**src/rtl/slot_pkg.sv**
```systemverilog
// Shared types, constants and symbol arithmetic for the slot reel engine.
package slot_pkg;

   localparam int unsigned NUM_REELS = 4;
   localparam int unsigned SYM_W     = 4;
   localparam int unsigned REELS_W   = NUM_REELS * SYM_W;

   typedef enum logic [2:0] {
      ST_IDLE,
      ST_SPIN,
      ST_STOPPING,
      ST_EVAL,
      ST_RESULT
   } reel_state_t;

   typedef enum logic [1:0] {
      WIN_NONE  = 2'd0,
      WIN_PAIR  = 2'd1,
      WIN_THREE = 2'd2,
      WIN_FOUR  = 2'd3
   } win_t;

   // Modular add by one conditional subtract; exact while sym < nsym and inc <= nsym.
   function automatic logic [SYM_W-1:0] sym_add(
      input logic [SYM_W-1:0] sym,
      input logic [SYM_W-1:0] inc,
      input logic [SYM_W:0]   nsym
   );
      logic [SYM_W:0] sum;
      sum = {1'b0, sym} + {1'b0, inc};
      if (sum >= nsym) sum = sum - nsym;
      return sum[SYM_W-1:0];
   endfunction

endpackage

```
**src/rtl/slot_win_eval.sv**
```systemverilog
// Scores four reel symbols by largest group of equal values.
module slot_win_eval
   import slot_pkg::*;
(
   input  logic [REELS_W-1:0] reels_i,
   output win_t               win_c_o
);

   logic [2:0] pair_cnt;

   // Equal-pair count maps uniquely: 6 four-of-a-kind, 3 three, 1 or 2 pair(s), 0 none.
   always_comb begin
      pair_cnt = '0;
      for (int unsigned a = 0; a < NUM_REELS; a++) begin
         for (int unsigned b = a + 1; b < NUM_REELS; b++) begin
            if (reels_i[a*SYM_W +: SYM_W] == reels_i[b*SYM_W +: SYM_W])
               pair_cnt = pair_cnt + 3'd1;
         end
      end
      unique case (pair_cnt)
         3'd0:    win_c_o = WIN_NONE;
         3'd3:    win_c_o = WIN_THREE;
         3'd6:    win_c_o = WIN_FOUR;
         default: win_c_o = WIN_PAIR;
      endcase
   end

endmodule

```
**src/rtl/slot_reel_engine.sv**
```systemverilog
// Reel-spin controller: advances four reels on step_tick, stops them in
// sequence on a button press, then scores the final combination.
module slot_reel_engine
   import slot_pkg::*;
#(
   parameter int unsigned NUM_SYMBOLS    = 10,
   parameter int unsigned MIN_SPIN_TICKS = 8,
   parameter int unsigned STOP_GAP       = 4
) (
   input  logic               mclk,
   input  logic               rst,
   input  logic               step_tick,
   input  logic               btn,
   output logic [REELS_W-1:0] reels,
   output logic               spinning,
   output logic [1:0]         win,
   output logic               done
);

   localparam int unsigned SPIN_CNT_W = $clog2(MIN_SPIN_TICKS + 1);
   localparam int unsigned GAP_W      = (STOP_GAP > 1) ? $clog2(STOP_GAP) : 1;
   localparam int unsigned IDX_W      = $clog2(NUM_REELS);
   localparam logic [SYM_W:0] NSYM    = (SYM_W+1)'(NUM_SYMBOLS);

   reel_state_t              state_q;
   logic [REELS_W-1:0]       reels_q;
   logic [NUM_REELS-1:0]     stopped_q;
   logic [SPIN_CNT_W-1:0]    spin_cnt_q;
   logic [GAP_W-1:0]         gap_cnt_q;
   logic [IDX_W-1:0]         stop_idx_q;
   logic                     btn_q;
   win_t                     win_q;
   logic                     done_q;
   logic                     spinning_q;

   logic                     press_c;
   logic                     gap_last_c;
   logic                     spin_ready_c;
   logic [NUM_REELS-1:0]     freeze_c;
   logic [NUM_REELS-1:0]     stopped_d;
   logic [REELS_W-1:0]       reels_spin_d;
   logic [REELS_W-1:0]       reels_stop_d;
   win_t                     win_c;

   slot_win_eval u_win_eval (
      .reels_i (reels_q),
      .win_c_o (win_c)
   );

   // Next reel values for a tick: all reels in SPIN, only unfrozen ones in STOPPING.
   always_comb begin
      press_c      = btn & ~btn_q;
      spin_ready_c = (spin_cnt_q == SPIN_CNT_W'(MIN_SPIN_TICKS));
      gap_last_c   = (gap_cnt_q == GAP_W'(STOP_GAP - 1));
      freeze_c     = '0;
      if (gap_last_c) freeze_c[stop_idx_q] = 1'b1;
      stopped_d    = stopped_q | freeze_c;
      reels_spin_d = reels_q;
      reels_stop_d = reels_q;
      for (int unsigned i = 0; i < NUM_REELS; i++) begin
         reels_spin_d[i*SYM_W +: SYM_W] = sym_add(reels_q[i*SYM_W +: SYM_W], SYM_W'(i + 1), NSYM);
         if (!stopped_d[i])
            reels_stop_d[i*SYM_W +: SYM_W] = reels_spin_d[i*SYM_W +: SYM_W];
      end
   end

   always_ff @(posedge mclk or posedge rst) begin
      if (rst) begin
         state_q    <= ST_IDLE;
         reels_q    <= '0;
         stopped_q  <= '0;
         spin_cnt_q <= '0;
         gap_cnt_q  <= '0;
         stop_idx_q <= '0;
         btn_q      <= 1'b0;
         win_q      <= WIN_NONE;
         done_q     <= 1'b0;
         spinning_q <= 1'b0;
      end else begin
         btn_q  <= btn;
         done_q <= 1'b0;
         unique case (state_q)
            ST_IDLE, ST_RESULT: begin
               if (press_c) begin
                  state_q    <= ST_SPIN;
                  stopped_q  <= '0;
                  spin_cnt_q <= '0;
                  win_q      <= WIN_NONE;
                  spinning_q <= 1'b1;
               end
            end
            ST_SPIN: begin
               if (step_tick) begin
                  reels_q <= reels_spin_d;
                  if (!spin_ready_c) spin_cnt_q <= spin_cnt_q + SPIN_CNT_W'(1);
               end
               // A coincident tick still lands in reels_q, so reel 0 freezes post-advance.
               if (press_c && spin_ready_c) begin
                  state_q    <= ST_STOPPING;
                  stopped_q  <= NUM_REELS'(1);
                  stop_idx_q <= IDX_W'(1);
                  gap_cnt_q  <= '0;
               end
            end
            ST_STOPPING: begin
               if (step_tick) begin
                  reels_q   <= reels_stop_d;
                  stopped_q <= stopped_d;
                  if (gap_last_c) begin
                     gap_cnt_q  <= '0;
                     stop_idx_q <= stop_idx_q + IDX_W'(1);
                     if (stop_idx_q == IDX_W'(NUM_REELS - 1)) begin
                        state_q    <= ST_EVAL;
                        spinning_q <= 1'b0;
                     end
                  end else begin
                     gap_cnt_q <= gap_cnt_q + GAP_W'(1);
                  end
               end
            end
            ST_EVAL: begin
               win_q   <= win_c;
               done_q  <= 1'b1;
               state_q <= ST_RESULT;
            end
            default: begin
               state_q    <= ST_IDLE;
               spinning_q <= 1'b0;
            end
         endcase
      end
   end

   assign reels    = reels_q;
   assign spinning = spinning_q;
   assign win      = win_q;
   assign done     = done_q;

endmodule

```
**config.mk**
```make
export PLATFORM = sky130hd
export DESIGN_NAME = slot_reel_engine
export DESIGN_NICKNAME = d
export VERILOG_FILES = /design/src/rtl/slot_pkg.sv /design/src/rtl/slot_win_eval.sv /design/src/rtl/slot_reel_engine.sv
export SDC_FILE = /design/constraint.sdc
export NUM_CORES = 1
export LEC_CHECK = 0
export CAP_MARGIN = 20
export CORE_AREA = 4 4 101 103
export CTS_BUF_LIST = sky130_fd_sc_hd__clkbuf_4
export DETAILED_ROUTE_END_ITERATION = 8
export DIE_AREA = 0 0 105 107
export SYNTH_ARGS = -nofsm -noshare
export SYNTH_HDL_FRONTEND = slang
export SYNTH_HIERARCHICAL = 1
export SYNTH_SLANG_ARGS = --single-unit
```
**constraint.sdc**
```tcl
create_clock -name mclk -period 4.45 [get_ports mclk]
set_input_delay 0.6675 -clock mclk [delete_from_list [all_inputs] [get_ports mclk]]
set_output_delay 0.6675 -clock mclk [all_outputs]
set_load 0.05 [all_outputs]
```
==> metrics.md, run 1 <==
| Metric | Value |
|---|---|
| Outcome | `finished clean` |
| Setup crit end kind | `flop` |
| CTS tree | `yes` |
| Mapped Cells | `296` |
| # setup viols final | `0` |
| Diode count | `0` |
| Flop2flop setup slack | `440 ps` |
| Wire per inst | `13.1 um` |
| Grt ovf | `0` |
| F_max | `250 MHz` |
| I/O pins | `24` |
| Pwr/cell area | `828 nW/um^2` |
| Pleak | `1.41 nW` |
| Tot GR Track Use | `0.109` |
| Max Slew Vio Count | `0` |
| Mapped Avg Cell Area | `9.33 um^2` |
| Fin crit share | `0.901` |
| Vias per Instance | `4.89` |
| Placed wire-length estimate | `4.38 mm` |
| Setup ws final | `443 ps` |
| Die area | `11200 um^2` |
| Area taken by multi-input logic gates | `1770 um^2` |
| Post-Route WL | `5.73 mm` |
| TritonCTS Sinks | `34` |
| Post-CTS Setup Inserts | `0` |
| Die height | `107 um` |
| Asr flop ratio synth | `1.00` |
| Netlist cell types | `61` |
| EDFF count, synth | `0` |
| Initial Utilization | `0.300` |
| Pre-antenna DRT Iters | `4` |
| Synth warn | `6` |
| Most used cell, CP | `xnor2_1` |
| Post-CTS sizing | `0` |
| Die width | `105 um` |
| RSZ-0062 raised after global routing | `false` |
| Logic pwr share | `0.681` |
| Syn Std Cell Area | `2760 um^2` |
| First-pass GRT wire length | `9.98 mm` |
| Net Sw Power | `1.32 mW` |
| Crit-path cells | `xnor2_1 -> and4_1 -> ha_1 -> xnor2_1 -> inv_1 -> ha_1 -> mux2_2 -> ha_1 -> mux2_2 -> ha_1 -> inv_1 -> nor2_1 -> xnor2_1 -> xnor2_1 -> xnor2_1 -> mux2i_1 -> a22o_1` |
| Fin. Hold Viols | `0` |
| Worst-path fanout max | `9` |
| Crit path time final | `4010 ps` |
| GP Congestion | `0.805` |
| DR vias | `2138` |
| Longest Clk Path Bufs | `2` |
| Worst Path Required | `4740 ps` |
| Clock transition at the registers of the reported paths | `110 ps` |
| Core Area | `9200 um^2` |
| CP max-delay cell | `dfrtp_1` |
| Cts bufs inserted | `5` |
| Clock Skews | `3.72 ps` |
| Most common cell after layout, fill and taps aside | `dfrtp_1` |
| Layout cell share with drive strength beyond 1 | `0.0828` |
| ANT nets after route | `0` |
| Crit path arrival time | `4290 ps` |
| Cell internal pwr | `1.31 mW` |
| Vias in the first global route | `2096` |
| Initial antenna violation count | `0` |
| Slew HR | `0.299` |
| Layout area overhead | `15.0%` |
| Main synth FF type | `dfrtp_1` |
| Num rows | `35` |
| Nets | `354` |
| CTS Hold Buffers Added | `0` |
| VDD IR max | `233 uV` |
| Setup tns final | `0 ps` |
| Design area | `3180 um^2` |
| Crit path largest cell delay | `540 ps` |
| Startpoint types | `flop` |
| Seq cells post-synth | `34` |
| Sequential-to-total area share from yosys stat | `0.308` |
| Kind of critical path | `reg2reg` |
| Largest net degree at the start of global routing | `35` |
| Drc violations | `0` |
| Synth area leaders | `dfrtp_1 31%, ha_1 10%, xnor2_1 8.6%` |
| H-tree levels | `2` |
| Dpl ws | `455 ps` |
| Register area | `851 um^2` |
| Reg power frac | `0.235` |
| Filler cell count | `924` |
| Max-Cap Viols | `0` |
| Top-area cell type share of the netlist area | `0.308` |
| Placement Cell Area | `3110 um^2` |
| Clock share of power | `0.084` |
| Final Power | `2.63 mW` |
| Commonest cells after routing, fill and taps aside | `34 x dfrtp_1, 30 x inv_1, 27 x xnor2_1, 23 x ha_1, 21 x clkdlybuf4s50_1` |
| Worst Hold Class | `reg2reg` |
| Worst-margin pin slew | `1050 ps` |
| Clk Latency, worst-skew pair | `340 ps` |
| IO Port Bufs | `21` |
| Detailed Route Iter0 Violations | `95` |
| Root buf cell | `clkbuf_4` |
| Cell accounting for the most synthesized area | `dfrtp_1` |
| Switching Share | `0.503` |
[final timing paths]
kind                              start           end  cells past startpoint
max                            reels[2]        win[1]                     17
min in group asynchronous           rst         btn_q                      3
max reg2reg                    reels[2]        win[1]                     17
max in group asynchronous           rst      reels[8]                      3
min reg2reg                stopped_q[3]  stopped_q[3]                      1
min                        stopped_q[3]  stopped_q[3]                      1
[cells in the mapped netlist (2+ instances only)]
master    count
dfrtp_1      34
inv_1        30
xnor2_1      27
ha_1         23
nor2_1       18
nand2_1      15
a21oi_1      13
xor2_1       12
o21ai_0       9
a31oi_1       7
nand2b_1      7
a21o_1        6
o31ai_1       6
a211oi_1      5
nand3_1       5
o21a_1        5
or4_1         5
o21bai_1      4
a21boi_0      3
clkbuf_1      3
mux2_2        3
mux2i_1       3
nor3_1        3
o21ai_1       3
or3_1         3
a211o_1       2
a22o_1        2
a32o_1        2
buf_4         2
buf_6         2
nand4_1       2
nor3b_2       2
o22ai_1       2
[cell type report]
| type | count | share of cell area |
|---|---|---|
| Tap cell | 111 | 0.0437 |
| Clock buffer | 5 | 0.0118 |
| Timing Repair Buffer | 24 | 0.0732 |
| Sequential cell | 34 | 0.268 |
| Clock inverter | 2 | 0.0106 |
| Multi-Input combinational cell | 231 | 0.557 |
| Inverter | 30 | 0.0354 |
[kinds of logic (layout without fill, tap and decap cells)]
kind of cell    Yosys count  in the layout  share of synthesized area
compound gates           80             80                      0.202
xor+xnor                 40             40                      0.130
fa+ha+maj                24             24                      0.111
buf+inv                  38             61                     0.0602
flops                    34             34                      0.308
mux                       6              6                     0.0231
other cells               1              8                    0.00136
simple gates             73             73                      0.164
[flip-flops by register name, summed over array words and instances, names as in the netlist]
name,count
btn_q,1
done,1
gap_cnt_q,2
reels,14
spin_cnt_q,4
spinning,1
state_q,3
stop_idx_q,2
stopped_q,4
win,2
[critical path, delay by kind of cell (launching register included)]
| kind | cells | cell delay [ps] |
|---|---|---|
| AO/OA/AOI/OAI | 1 | 150 |
| adder cells (fa/ha/maj) | 4 | 1080 |
| buffers and inverters | 2 | 140 |
| multiplexers | 3 | 780 |
| flip-flops | 1 | 540 |
| XOR/XNOR | 5 | 1000 |
| AND/OR/NAND/NOR | 2 | 270 |
[power by group through the flow]
stage	logic [mW]	clock network (mW)	registers, mW
global route	2.00	0.244	0.647
floorplan	1.18	0	0.825
CTS	1.81	0.231	0.620
finish	1.79	0.221	0.619
global placement	1.76	0	0.619
detailed placement	1.80	0	0.625
[per-layer routing]
metal,global-route usage,routed length [um],up-vias
met4,0.0450,108,0
met2,0.193,2920,18
li1,-,-,1095
met1,0.129,2570,1016
met5,0,0,-
met3,0.0223,133,9
[through the flow]
step	utilization	hold WS, ps	cells
4_1_cts	0.346	508	437
3_5_place_dp	0.338	482	430
6_report	0.346	504	437
5_1_grt	0.346	510	437
2_1_floorplan	-	466	303
3_3_place_gp	0.338	479	430
No activity file was read; power rests on OpenSTA's default activity.
==> run 2: changes to the inputs <==
--- a/config.mk
+++ b/config.mk
@@ -10,6 +10,7 @@
 export CTS_BUF_LIST = sky130_fd_sc_hd__clkbuf_4
 export DETAILED_ROUTE_END_ITERATION = 8
 export DIE_AREA = 0 0 105 107
+export HOLD_SLACK_MARGIN = 0.05
 export SYNTH_ARGS = -nofsm -noshare
 export SYNTH_HDL_FRONTEND = slang
 export SYNTH_HIERARCHICAL = 1
==> results of run 2 <==
Final layout, timing and power as in run 1 (identical DEF).
